==> src/rtl/l2_bus_pkg.sv <==
// ---------------------------------------------------------------------------
// l2_bus_pkg
// Shared definitions for the L2 trace-bench shared bus:
//   snoop_t        - snoop result encoding (HIT/HITM/NOHIT; 2'b11 unused)
//   OP_*           - ASCII bus-op codes carried on the snoop request
//   combine_snoop  - merges two snoop results, HITM > HIT > NOHIT
// ---------------------------------------------------------------------------
package l2_bus_pkg;

    typedef enum logic [1:0] {
        HIT   = 2'b00,
        HITM  = 2'b01,
        NOHIT = 2'b10
    } snoop_t;

    localparam logic [7:0] OP_READ  = 8'h52;  // 'R'
    localparam logic [7:0] OP_RWIM  = 8'h4D;  // 'M'
    localparam logic [7:0] OP_WRITE = 8'h57;  // 'W'
    localparam logic [7:0] OP_INVAL = 8'h49;  // 'I'

    function automatic snoop_t combine_snoop(input snoop_t a, input snoop_t b);
        if (a == HITM || b == HITM) return HITM;
        if (a == HIT || b == HIT) return HIT;
        return NOHIT;
    endfunction

endpackage

==> src/rtl/snoop_responder_if.sv <==
// ---------------------------------------------------------------------------
// snoop_responder_if
// Request/response handshake bundle between the shared bus and the snoop
// responder.
//   req_*      : snoop request (valid/ready, address, ASCII op, force override)
//   rsp_*      : in-order snoop response (valid/ready, combined result,
//                per-agent vector, unknown-op flag)
// Modports: master = bus/trace side, slave = responder.
// ---------------------------------------------------------------------------
interface snoop_responder_if #(
    parameter int ADDR_W   = 32,
    parameter int N_AGENTS = 2
);
    logic                    req_valid;
    logic                    req_ready;
    logic [ADDR_W-1:0]       req_addr;
    logic [7:0]              req_op;
    logic                    force_en;
    logic [1:0]              force_rsp;
    logic                    rsp_valid;
    logic                    rsp_ready;
    logic [1:0]              rsp_result;
    logic [2*N_AGENTS-1:0]   rsp_vec;
    logic                    rsp_err;

    modport master (
        output req_valid, req_addr, req_op, force_en, force_rsp, rsp_ready,
        input  req_ready, rsp_valid, rsp_result, rsp_vec, rsp_err
    );

    modport slave (
        input  req_valid, req_addr, req_op, force_en, force_rsp, rsp_ready,
        output req_ready, rsp_valid, rsp_result, rsp_vec, rsp_err
    );
endinterface

==> src/rtl/snoop_fifo.sv <==
// ---------------------------------------------------------------------------
// snoop_fifo
// In-order pending-result queue with a per-entry maturity countdown.
//   clk, reset  : clock, asynchronous active-high reset
//   push        : write push_data (caller guarantees !full)
//   pop         : retire head (caller guarantees head_ready)
//   head_data   : payload of the oldest entry
//   head_ready  : queue non-empty and head countdown expired
//   full        : count == DEPTH (no same-cycle pop bypass)
// ---------------------------------------------------------------------------
module snoop_fifo #(
    parameter int WIDTH   = 7,
    parameter int DEPTH   = 4,
    parameter int LATENCY = 2
) (
    input  logic             clk,
    input  logic             reset,
    input  logic             push,
    input  logic [WIDTH-1:0] push_data,
    input  logic             pop,
    output logic [WIDTH-1:0] head_data,
    output logic             head_ready,
    output logic             full
);
    localparam int PTR_W = $clog2(DEPTH);
    localparam int CNT_W = PTR_W + 1;

    logic [WIDTH-1:0] mem_q [DEPTH];
    logic [WIDTH-1:0] mem_d [DEPTH];
    logic [3:0]       cd_q  [DEPTH];
    logic [3:0]       cd_d  [DEPTH];
    logic [DEPTH-1:0] occ_q, occ_d;
    logic [PTR_W-1:0] wr_ptr_q, wr_ptr_d;
    logic [PTR_W-1:0] rd_ptr_q, rd_ptr_d;
    logic [CNT_W-1:0] count_q, count_d;

    assign full       = (count_q == CNT_W'(DEPTH));
    assign head_data  = mem_q[rd_ptr_q];
    // Entries are filled in order, so the head slot is occupied iff non-empty.
    assign head_ready = occ_q[rd_ptr_q] && (cd_q[rd_ptr_q] == 4'd0);

    always_comb begin
        mem_d    = mem_q;
        occ_d    = occ_q;
        wr_ptr_d = wr_ptr_q;
        rd_ptr_d = rd_ptr_q;
        // Every occupied entry ages, including ones stuck behind a held head.
        for (int i = 0; i < DEPTH; i++) begin
            cd_d[i] = (occ_q[i] && cd_q[i] != 4'd0) ? cd_q[i] - 4'd1 : cd_q[i];
        end
        if (pop) begin
            occ_d[rd_ptr_q] = 1'b0;
            rd_ptr_d        = rd_ptr_q + PTR_W'(1);
        end
        // A push never targets the head slot being popped: that needs full.
        if (push) begin
            occ_d[wr_ptr_q] = 1'b1;
            cd_d[wr_ptr_q]  = 4'(LATENCY - 1);
            mem_d[wr_ptr_q] = push_data;
            wr_ptr_d        = wr_ptr_q + PTR_W'(1);
        end
        count_d = count_q + CNT_W'(push) - CNT_W'(pop);
    end

    always_ff @(posedge clk or posedge reset) begin
        if (reset) begin
            occ_q    <= '0;
            wr_ptr_q <= '0;
            rd_ptr_q <= '0;
            count_q  <= '0;
            for (int i = 0; i < DEPTH; i++) cd_q[i] <= 4'd0;
        end else begin
            occ_q    <= occ_d;
            wr_ptr_q <= wr_ptr_d;
            rd_ptr_q <= rd_ptr_d;
            count_q  <= count_d;
            cd_q     <= cd_d;
        end
    end

    // Payload needs no reset: it is only observed through occupied slots.
    always_ff @(posedge clk) begin
        mem_q <= mem_d;
    end
endmodule

==> src/rtl/snoop_responder.sv <==
// ---------------------------------------------------------------------------
// snoop_responder
// Decodes shared-bus snoop requests into per-agent snoop results, queues them
// and returns them in order after LATENCY cycles; keeps saturating per-result
// response statistics.
//   clk, reset              : clock, asynchronous active-high reset
//   bus (slave)             : request/response handshake, see snoop_responder_if
//   hit_cnt/hitm_cnt/
//   nohit_cnt               : combined-result counts of transferred responses
// ---------------------------------------------------------------------------
module snoop_responder
    import l2_bus_pkg::*;
#(
    parameter int ADDR_W   = 32,
    parameter int N_AGENTS = 2,
    parameter int DEPTH    = 4,
    parameter int LATENCY  = 2
) (
    input  logic               clk,
    input  logic               reset,
    snoop_responder_if.slave   bus,
    output logic [15:0]        hit_cnt,
    output logic [15:0]        hitm_cnt,
    output logic [15:0]        nohit_cnt
);
    localparam int VEC_W   = 2 * N_AGENTS;
    localparam int ENTRY_W = VEC_W + 3;   // {err, result, vec}

    logic               op_rm, op_wi;
    logic [VEC_W-1:0]   req_vec;
    snoop_t             req_result;
    logic               req_err;
    logic               push, pop, full, head_ready;
    logic [ENTRY_W-1:0] head_data;
    logic [1:0]         head_result;
    logic [15:0]        hit_cnt_q, hit_cnt_d;
    logic [15:0]        hitm_cnt_q, hitm_cnt_d;
    logic [15:0]        nohit_cnt_q, nohit_cnt_d;

    function automatic snoop_t decode_agent(input logic [1:0] a);
        case (a)
            2'b00:   return HIT;
            2'b01:   return HITM;
            default: return NOHIT;
        endcase
    endfunction

    // 2'b11 is not a legal result code, so a forced 11 degrades to NOHIT.
    function automatic snoop_t force_value(input logic [1:0] f);
        return (f == 2'b11) ? NOHIT : snoop_t'(f);
    endfunction

    function automatic logic [15:0] sat_inc(input logic [15:0] c);
        return (c == 16'hFFFF) ? c : c + 16'd1;
    endfunction

    always_comb begin
        op_rm      = (bus.req_op == OP_READ) || (bus.req_op == OP_WRITE ? 1'b0 : bus.req_op == OP_RWIM);
        op_wi      = (bus.req_op == OP_WRITE) || (bus.req_op == OP_INVAL);
        req_result = NOHIT;
        req_vec    = '0;
        for (int i = 0; i < N_AGENTS; i++) begin
            snoop_t agent;
            agent = NOHIT;
            if (op_rm) begin
                agent = bus.force_en ? force_value(bus.force_rsp)
                                     : decode_agent(bus.req_addr[2*i +: 2]);
            end
            req_vec[2*i +: 2] = agent;
            req_result        = combine_snoop(req_result, agent);
        end
        // Unknown ops still occupy a slot and are counted as NOHIT.
        req_err = !(op_rm || op_wi);
    end

    assign push = bus.req_valid && bus.req_ready;
    assign pop  = bus.rsp_valid && bus.rsp_ready;

    snoop_fifo #(
        .WIDTH   (ENTRY_W),
        .DEPTH   (DEPTH),
        .LATENCY (LATENCY)
    ) u_fifo (
        .clk        (clk),
        .reset      (reset),
        .push       (push),
        .push_data  ({req_err, req_result, req_vec}),
        .pop        (pop),
        .head_data  (head_data),
        .head_ready (head_ready),
        .full       (full)
    );

    assign head_result    = head_data[VEC_W +: 2];
    assign bus.req_ready  = !full;
    assign bus.rsp_valid  = head_ready;
    assign bus.rsp_result = head_ready ? head_result : 2'b00;
    assign bus.rsp_vec    = head_ready ? head_data[VEC_W-1:0] : '0;
    assign bus.rsp_err    = head_ready ? head_data[ENTRY_W-1] : 1'b0;

    always_comb begin
        hit_cnt_d   = hit_cnt_q;
        hitm_cnt_d  = hitm_cnt_q;
        nohit_cnt_d = nohit_cnt_q;
        if (pop) begin
            case (head_result)
                HIT:     hit_cnt_d   = sat_inc(hit_cnt_q);
                HITM:    hitm_cnt_d  = sat_inc(hitm_cnt_q);
                default: nohit_cnt_d = sat_inc(nohit_cnt_q);
            endcase
        end
    end

    always_ff @(posedge clk or posedge reset) begin
        if (reset) begin
            hit_cnt_q   <= 16'd0;
            hitm_cnt_q  <= 16'd0;
            nohit_cnt_q <= 16'd0;
        end else begin
            hit_cnt_q   <= hit_cnt_d;
            hitm_cnt_q  <= hitm_cnt_d;
            nohit_cnt_q <= nohit_cnt_d;
        end
    end

    assign hit_cnt   = hit_cnt_q;
    assign hitm_cnt  = hitm_cnt_q;
    assign nohit_cnt = nohit_cnt_q;
endmodule

==> src/flat_wrapper.sv <==
// flat-port wrapper written by rule: the top's interface ports become plain ports
module snoop_responder_flat import l2_bus_pkg::*;
#(
    parameter int ADDR_W   = 32,
    parameter int N_AGENTS = 2,
    parameter int DEPTH    = 4,
    parameter int LATENCY  = 2
)
  (clk, reset, hit_cnt, hitm_cnt, nohit_cnt, bus_req_valid, bus_req_addr, bus_req_op, bus_force_en, bus_force_rsp, bus_rsp_ready, bus_req_ready, bus_rsp_valid, bus_rsp_result, bus_rsp_vec, bus_rsp_err);
  snoop_responder_if #(.ADDR_W(ADDR_W), .N_AGENTS(N_AGENTS)) bus_i ();
  input  logic clk;
  input  logic reset;
  output logic [15:0] hit_cnt;
  output logic [15:0] hitm_cnt;
  output logic [15:0] nohit_cnt;
  input wire logic [$bits(bus_i.req_valid)-1:0] bus_req_valid;
  input wire logic [$bits(bus_i.req_addr)-1:0] bus_req_addr;
  input wire logic [$bits(bus_i.req_op)-1:0] bus_req_op;
  input wire logic [$bits(bus_i.force_en)-1:0] bus_force_en;
  input wire logic [$bits(bus_i.force_rsp)-1:0] bus_force_rsp;
  input wire logic [$bits(bus_i.rsp_ready)-1:0] bus_rsp_ready;
  output wire logic [$bits(bus_i.req_ready)-1:0] bus_req_ready;
  output wire logic [$bits(bus_i.rsp_valid)-1:0] bus_rsp_valid;
  output wire logic [$bits(bus_i.rsp_result)-1:0] bus_rsp_result;
  output wire logic [$bits(bus_i.rsp_vec)-1:0] bus_rsp_vec;
  output wire logic [$bits(bus_i.rsp_err)-1:0] bus_rsp_err;
  assign bus_i.req_valid = bus_req_valid;
  assign bus_i.req_addr = bus_req_addr;
  assign bus_i.req_op = bus_req_op;
  assign bus_i.force_en = bus_force_en;
  assign bus_i.force_rsp = bus_force_rsp;
  assign bus_i.rsp_ready = bus_rsp_ready;
  assign bus_req_ready = bus_i.req_ready;
  assign bus_rsp_valid = bus_i.rsp_valid;
  assign bus_rsp_result = bus_i.rsp_result;
  assign bus_rsp_vec = bus_i.rsp_vec;
  assign bus_rsp_err = bus_i.rsp_err;
  snoop_responder #(.ADDR_W(ADDR_W), .N_AGENTS(N_AGENTS), .DEPTH(DEPTH), .LATENCY(LATENCY)) u_core (.clk(clk), .reset(reset), .bus(bus_i), .hit_cnt(hit_cnt), .hitm_cnt(hitm_cnt), .nohit_cnt(nohit_cnt));
endmodule
==> config.mk <==
export PLATFORM = sky130hd
export DESIGN_NAME = snoop_responder_flat
export DESIGN_NICKNAME = d
export VERILOG_FILES = /design/src/rtl/l2_bus_pkg.sv /design/src/rtl/snoop_responder_if.sv /design/src/rtl/snoop_fifo.sv /design/src/rtl/snoop_responder.sv /design/src/flat_wrapper.sv
export SDC_FILE = /design/constraint.sdc
export NUM_CORES = 1
export LEC_CHECK = 0
export ABC_CLOCK_PERIOD_IN_PS = 7100
export CORE_ASPECT_RATIO = 2
export CORE_UTILIZATION = 37
export CTS_CLUSTER_SIZE = 28
export DETAILED_ROUTE_END_ITERATION = 6
export DONT_BUFFER_PORTS = 1
export SYNTH_ARGS = -nofsm -noshare
export SYNTH_HDL_FRONTEND = slang
export SYNTH_SLANG_ARGS = --single-unit
==> constraint.sdc <==
create_clock -name clk -period 7.1 [get_ports clk]
set_input_delay 1.065 -clock clk [delete_from_list [all_inputs] [get_ports clk]]
set_output_delay 1.065 -clock clk [all_outputs]
set_load 0.01 [all_outputs]
**Word level (Yosys, flattened, before mapping)**

Index checks and enable logic that the tools add are counted.

- Register bits: 103
- Bits of input ports: 47
- Output and inout bits: 57
- Logic and storage cells: 141

- Add/subtract/negate cells: 11
- Order comparisons: 7
- Eq/ne operators: 15
- Multiplexer cells: 49
- Bitwise operators: 12
- Reductions and logical operators: 32

Operators with widths:

| cell | number |
|---|---|
| $add A16 B1 Y16 const B | 3 |
| $eq A16 B16 Y1 const B | 3 |
| $mux W4 | 10 |
| $eq A8 B7 Y1 const B | 4 |
| $bwmux W28 | 1 |
| $mux W2 | 14 |
| $mux W7 | 3 |
| $mux W16 | 1 |
| $reduce_bool A4 Y1 | 4 |
| $sub A4 B1 Y4 const B | 4 |
| $bmux W7 S2 | 1 |
| $demux W7 S2 | 1 |
| $and A12 B12 Y12 | 1 |
| $eq A2 B1 Y1 const B | 6 |
| $logic_not A2 Y1 | 6 |
| $not A12 Y12 | 1 |
| $mux W1 | 11 |
| $logic_and A1 B1 Y1 | 10 |
| $reduce_and A3 Y1 | 3 |
| $bmux W4 S2 | 1 |
| $demux W4 S2 | 1 |
| $or A4 B4 Y4 | 2 |
| $pmux W2 S2 | 2 |
| $ge A3 B3 Y1 const B | 2 |
| other kinds (18) | 31 |

**Longest topological paths before layout**

- Depth after elaboration: 16
- Depth in mapped cells: 10

**Modules after synthesis**

From an unflattened synthesis, not the netlist that was laid out.

- Cell total of the unflattened synthesis: 446
- Area total of the unflattened synthesis: 5139.9 um^2

Modules (own cells, without submodules):

| module | instances | cells an instance | area an instance (um^2) | sequential area each (um^2) |
|---|---|---|---|---|
| snoop_responder | 1 | 254 | 2632.5 | 1201.2 |
| snoop_fifo | 1 | 192 | 2507.4 | 1516.5 |

**Worst setup path after synthesis**

OpenSTA, ideal clock, no wires.

- Path kind: register -> output
- From: register u_core.u_fifo.cd_q[8] (netlist bit)
- To: output port bus_rsp_err
- Data arrival time: 1.680 ns
- Data required time: 6.035 ns
- Path slack: 4.355 ns
- Stages on the path, launching flop included: 7
- Path through: dfrtp_1 -> nor3_1 -> nand4b_1 -> and2_1 -> mux2i_1 -> clkbuf_1 -> and2_1

- Cells in the longest elaborated chain, start to end: 6

RTL lines:

| item | line | RTL |
|---|---|---|
| start: declaration | snoop_fifo.sv:30 | `logic [3:0] cd_q [DEPTH];` |
| start signal: assignment | snoop_fifo.sv:77 | `cd_q <= cd_d;` |
| $bmux W4 S2 | snoop_fifo.sv:40 | `assign head_ready = occ_q[rd_ptr_q] && (cd_q[rd_ptr_q] == 4'd0);` |
| $mux W4 (not written as such) (2 in series) | snoop_fifo.sv:40 |  |
| $logic_not A4 Y1 | snoop_fifo.sv:40 |  |
| $logic_and A1 B1 Y1 | snoop_fifo.sv:40 |  |
| named net bus_rsp_valid | flat_wrapper.sv:23 | `output wire logic [$bits(bus_i.rsp_valid)-1:0] bus_rsp_valid;` |
| $mux W1 | snoop_responder.sv:99 | `assign bus.rsp_err = head_ready ? head_data[ENTRY_W-1] : 1'b0;` |
| end: declaration | flat_wrapper.sv:26 | `output wire logic [$bits(bus_i.rsp_err)-1:0] bus_rsp_err;` |

The timed path passes the listed nets, and every way through them passes these cells. The select of a mux whose other input is x is not followed.

**Final worst setup path**

- From: register u_core.u_fifo.rd_ptr_q[0]
- To: output port bus_rsp_result[1]

- Cells in the longest elaborated chain, start to end: 7
- Elaborated cells on any way between the ends: 12
- Classes of those cells: 9 x mux; 1 x bitwise; 2 x reduce/logical

RTL lines:

| item | line | RTL |
|---|---|---|
| start: declaration | snoop_fifo.sv:34 | `logic [PTR_W-1:0] rd_ptr_q, rd_ptr_d;` |
| start signal: assignment | snoop_fifo.sv:75 | `rd_ptr_q <= rd_ptr_d;` |
| $not A2 Y3 (not written as such) | snoop_fifo.sv:38, snoop_fifo.sv:40 |  |
| $bmux W4 S2 | snoop_fifo.sv:40 |  |
| $mux W4 (not written as such) (2 in series) | snoop_fifo.sv:40 |  |
| $logic_not A4 Y1 | snoop_fifo.sv:40 |  |
| $logic_and A1 B1 Y1 | snoop_fifo.sv:40 |  |
| $mux W2 (*) | snoop_responder.sv:97 | `assign bus.rsp_result = head_ready ? head_result : 2'b00;` |
| end: declaration | flat_wrapper.sv:24 | `output wire logic [$bits(bus_i.rsp_result)-1:0] bus_rsp_result;` |

Every way passes the cells marked *; elsewhere a longest branch is shown, timed or not. The select of a mux whose other input is x is not followed.

==> summary.txt <==
Status
  – Run status: finished with violations
  – Violated checks: DRC

Clocking
  – Max Buffers Root-to-Sink: 2
  – Post-cts gate resize count: 0
  – Count of clock tree sinks: 103
  – Number of buffers added for setup after CTS: 0
  – Hold buffer count at CTS: 0
  – TritonCTS clock tree: built
  – Total clock buffers created by CTS: 9
  – Insertion delay of the later-clocked pin in the worst-skew pair: 340 ps
  – CTS root buffer: clkbuf_16
  – Clock-pin transition on the worst setup and hold timing paths: 60 ps
  – H-tree Lvls: 3

Floorplanning
  – Core Rows: 60
  – Number of ports placed on the die boundary: 104
  – Die width: 84.71 um
  – Die ar.: 14,180 um2
  – Area of the core: 13,360 um2
  – Initial core utilization: 0.3788
  – Vertical die dimension: 167.4 um

Timing
  – Tightest hold margin: 534.2 ps
  – Number of setup violations in the final report: 0
  – Shortest period the worst path allows: 3607 ps
  – Unrepaired setup endpoints after global routing: false
  – Transition time of the tightest slew-check pin: 959.5 ps
  – Ratio of final minimum period to clock period: 0.5080
  – Number of slew-limit violations in the final report: 0
  – Setup_tns: 0 ps
  – Slew margin rel.: 0.3603
  – Fmax: 277.2 MHz
  – Final hold violation count: 0
  – Post-Route Skew: 12.97 ps

Worst setup path
  – Critical Path Fanout Max: 14
  – Cell with the largest stage delay on the worst path: dfrtp_1
  – Delay of the slowest cell on the worst path: 850 ps
  – Setup Crit Path Kind: register to output port
  – Critical Path End Type: output port
  – Top delay family on crit path: flip-flops
  – Number of cells on the worst reg-to-reg path: 10
  – Setup slack on the worst flop-to-flop path: 3870 ps
  – Arrival time at the worst endpoint: 2540 ps
  – Destination of the worst register-to-register timing path: u_core.u_fifo.count_q[2]
  – Crit path buffers/inverters: 0
  – Series of cell instances along the critical path: nand4_1 -> and2_1 -> o31ai_1
  – Reg2Reg Launch Point: u_core.u_fifo.rd_ptr_q[0]
  – Required time at the worst-slack endpoint: 6030 ps
  – Critical Path Start Type: register

Synthesis
  – Area share of the largest cell type after synthesis: 0.3707
  – Synth warnings: 0
  – Cell types occupying the most area after synthesis: dfrtp_1, edfxtp_1, xor2_1, xnor2_1, ha_1
  – Post-Synthesis Mean Instance Area: 11.35 um2
  – Sequential element share of the synthesized area: 0.5368
  – Post-synthesis instance area: 5062 um2
  – Syn nets: 510
  – Instance count of the mapped netlist: 446
  – Number of distinct standard cells referenced by the synthesized netlist: 51
  – Cell type with the largest total area after synthesis: dfrtp_1
  – Flops & latches, synth: 103

GRT
  – Met1 usage in global routing: 0.1601
  – Gr busiest metal: met2
  – Number of global-route vias before repair: 3,359
  – Total global routing track utilization: 0.1491
  – Antenna violations before repair: 0
  – Fraction of met3 tracks used by global routing: 0.03253
  – Largest net degree at the start of global routing: 76
  – First-pass GRT wire length: 16,510 um
  – Total congestion overflow after global routing: 0
  – M2 GR Usage: 0.2729

Pwr
  – Worst ir drop on vdd: 0.1761 mV
  – Total leakage power: 2.379 nW
  – Power Dens Cells: 351.1 nW/um2

Cells and area
  – Area grow syn2layout: 8.230%
  – Leading cell type in the layout, fill and taps excluded: dfrtp_1
  – Sequential Area: 2718 um2
  – Net count of the finished layout: 510
  – Filler cells: 1,284
  – Total area of multi-input combinational cells: 2155 um2
  – Most frequent cells in the layout: dfrtp_1, nor2_1, nand2_1
  – Ratio of cells with drive above 1 in the final layout: 0.09534
  – Count of inserted antenna diode cells: 0

Routing
  – Routed len/inst: 16.33 um
  – Number of search-and-repair iterations in the first detailed-routing pass: 7
  – Total via count after detailed routing: 3,235
  – Number of design-rule violations left by the first detailed-router iteration: 159
  – Number of vias per cell after detailed routing: 5.338
  – Post-DRT Antenna Nets: 0
  – Final routed wirelength across all metal layers: 9893 um
  – DRC: 5

Flow run
  – Max-capacitance violation count: 0

Placed design
  – Port Buffers: 0
  – Routability-driven placement congestion ratio: 0.7675
  – Dpl hpwl: 7069 um

Min path
  – Type of the tightest min-delay check: register to register
  – WHS Endpoint: u_core.u_fifo.count_q[0]
  – Number of cells traversed by the worst hold path: 1
  – Hold_sp: u_core.u_fifo.count_q[0]
## logic make-up after synthesis
group           after synthesis  synth area share
buf+inv                      45           0.03757
simple gates                178            0.1906
xor+xnor                     56           0.09689
mux                          15           0.04671
flops                       103            0.5368
compound gates               32           0.04795
fa+ha+maj                    17           0.04350
## flip-flops by register name (all words and copies together) (netlist names)
register and count:
u_core.hit_cnt 16, u_core.hitm_cnt 16, u_core.nohit_cnt 16, u_core.u_fifo.cd_q 16
u_core.u_fifo.count_q 3, u_core.u_fifo.mem_q 28, u_core.u_fifo.occ_q 4, u_core.u_fifo.rd_ptr_q 2
u_core.u_fifo.wr_ptr_q 2
## cells in the mapped netlist, drive strengths merged
master and instances:
and3 8, nand2 32, o211ai 2, xnor2 25, a211oi 1, o31ai 1, a221o 1, mux4 6
ha 16, buf 6, o2bb2ai 1, or3 4, a21oi 12, or2 2, nor4b 1, edfxtp 28
nand2b 7, and2 10, o22ai 1, fa 1, nand4b 1, or4 3, mux2 6, inv 32
clkbuf 7, a21boi 1, o21ai 3, nor4 20, nand4 9, xor2 31, dfrtp 75, mux2i 3
nor3b 8, and4 3, nor2 38, nand3 20, nor3 12, a2111oi 2, a21o 7
## final cells by class
type / instances / share of cell area
Clock buffer: 9 / 0.04111
Clock inverter: 7 / 0.009591
Inverter: 32 / 0.02192
Multi-Input combinational cell: 298 / 0.3932
Sequential cell: 103 / 0.4960
Tap cell: 155 / 0.03540
Timing Repair Buffer: 2 / 0.002740
## routing by layer
| layer | up-vias | part of all wire |
|---|---|---|
| met5 | - | 0 |
| li1 | 1547 | - |
| met4 | 0 | 0.025 |
| met1 | 1615 | 0.38 |
| met3 | 10 | 0.041 |
| met2 | 63 | 0.55 |
## stage by stage
stage	cells	setup slack (ps)	util	cell area, um2	total power, mW
2_1_floorplan	446	4125	-	5062	1.343
3_3_place_gp	590	3874	0.3892	5201	1.443
3_5_place_dp	590	3848	0.3892	5201	1.480
4_1_cts	606	3485	0.4100	5479	1.955
5_1_grt	606	3330	0.4100	5479	2.066
6_report	606	3493	0.4100	5479	1.923
## where the power goes
group | switching (mW) | internal, mW | total, mW | leakage [nW]
registers | 0.140 | 0.742 | 0.882 | 1.18
clock network | 0.226 | 0.242 | 0.468 | 0.139
logic | 0.324 | 0.250 | 0.574 | 1.06
## how the worst max path moves through the flow
stage,startpoint,end,cells past startpoint
2_1_floorplan,reset,u_core.hit_cnt[0],1
3_3_place_gp,u_core.u_fifo.rd_ptr_q[0],bus_rsp_result[1],3
3_5_place_dp,u_core.u_fifo.rd_ptr_q[0],bus_rsp_result[1],3
4_1_cts,u_core.u_fifo.rd_ptr_q[0],bus_rsp_result[1],3
5_1_grt,u_core.u_fifo.rd_ptr_q[0],bus_rsp_vec[3],5
6_report,u_core.u_fifo.rd_ptr_q[0],bus_rsp_result[1],3
## worst register-to-register path: stages (launching register included)
cell and delay (ps):
dfrtp_1 850, nand4_1 390, and2_1 280, mux2i_1 190, buf_4 230, nand2_1 160, xnor2_1 160, ha_1 190
fa_1 390, xnor2_1 190, xnor2_1 140
No activity file was read; power rests on OpenSTA's default activity.
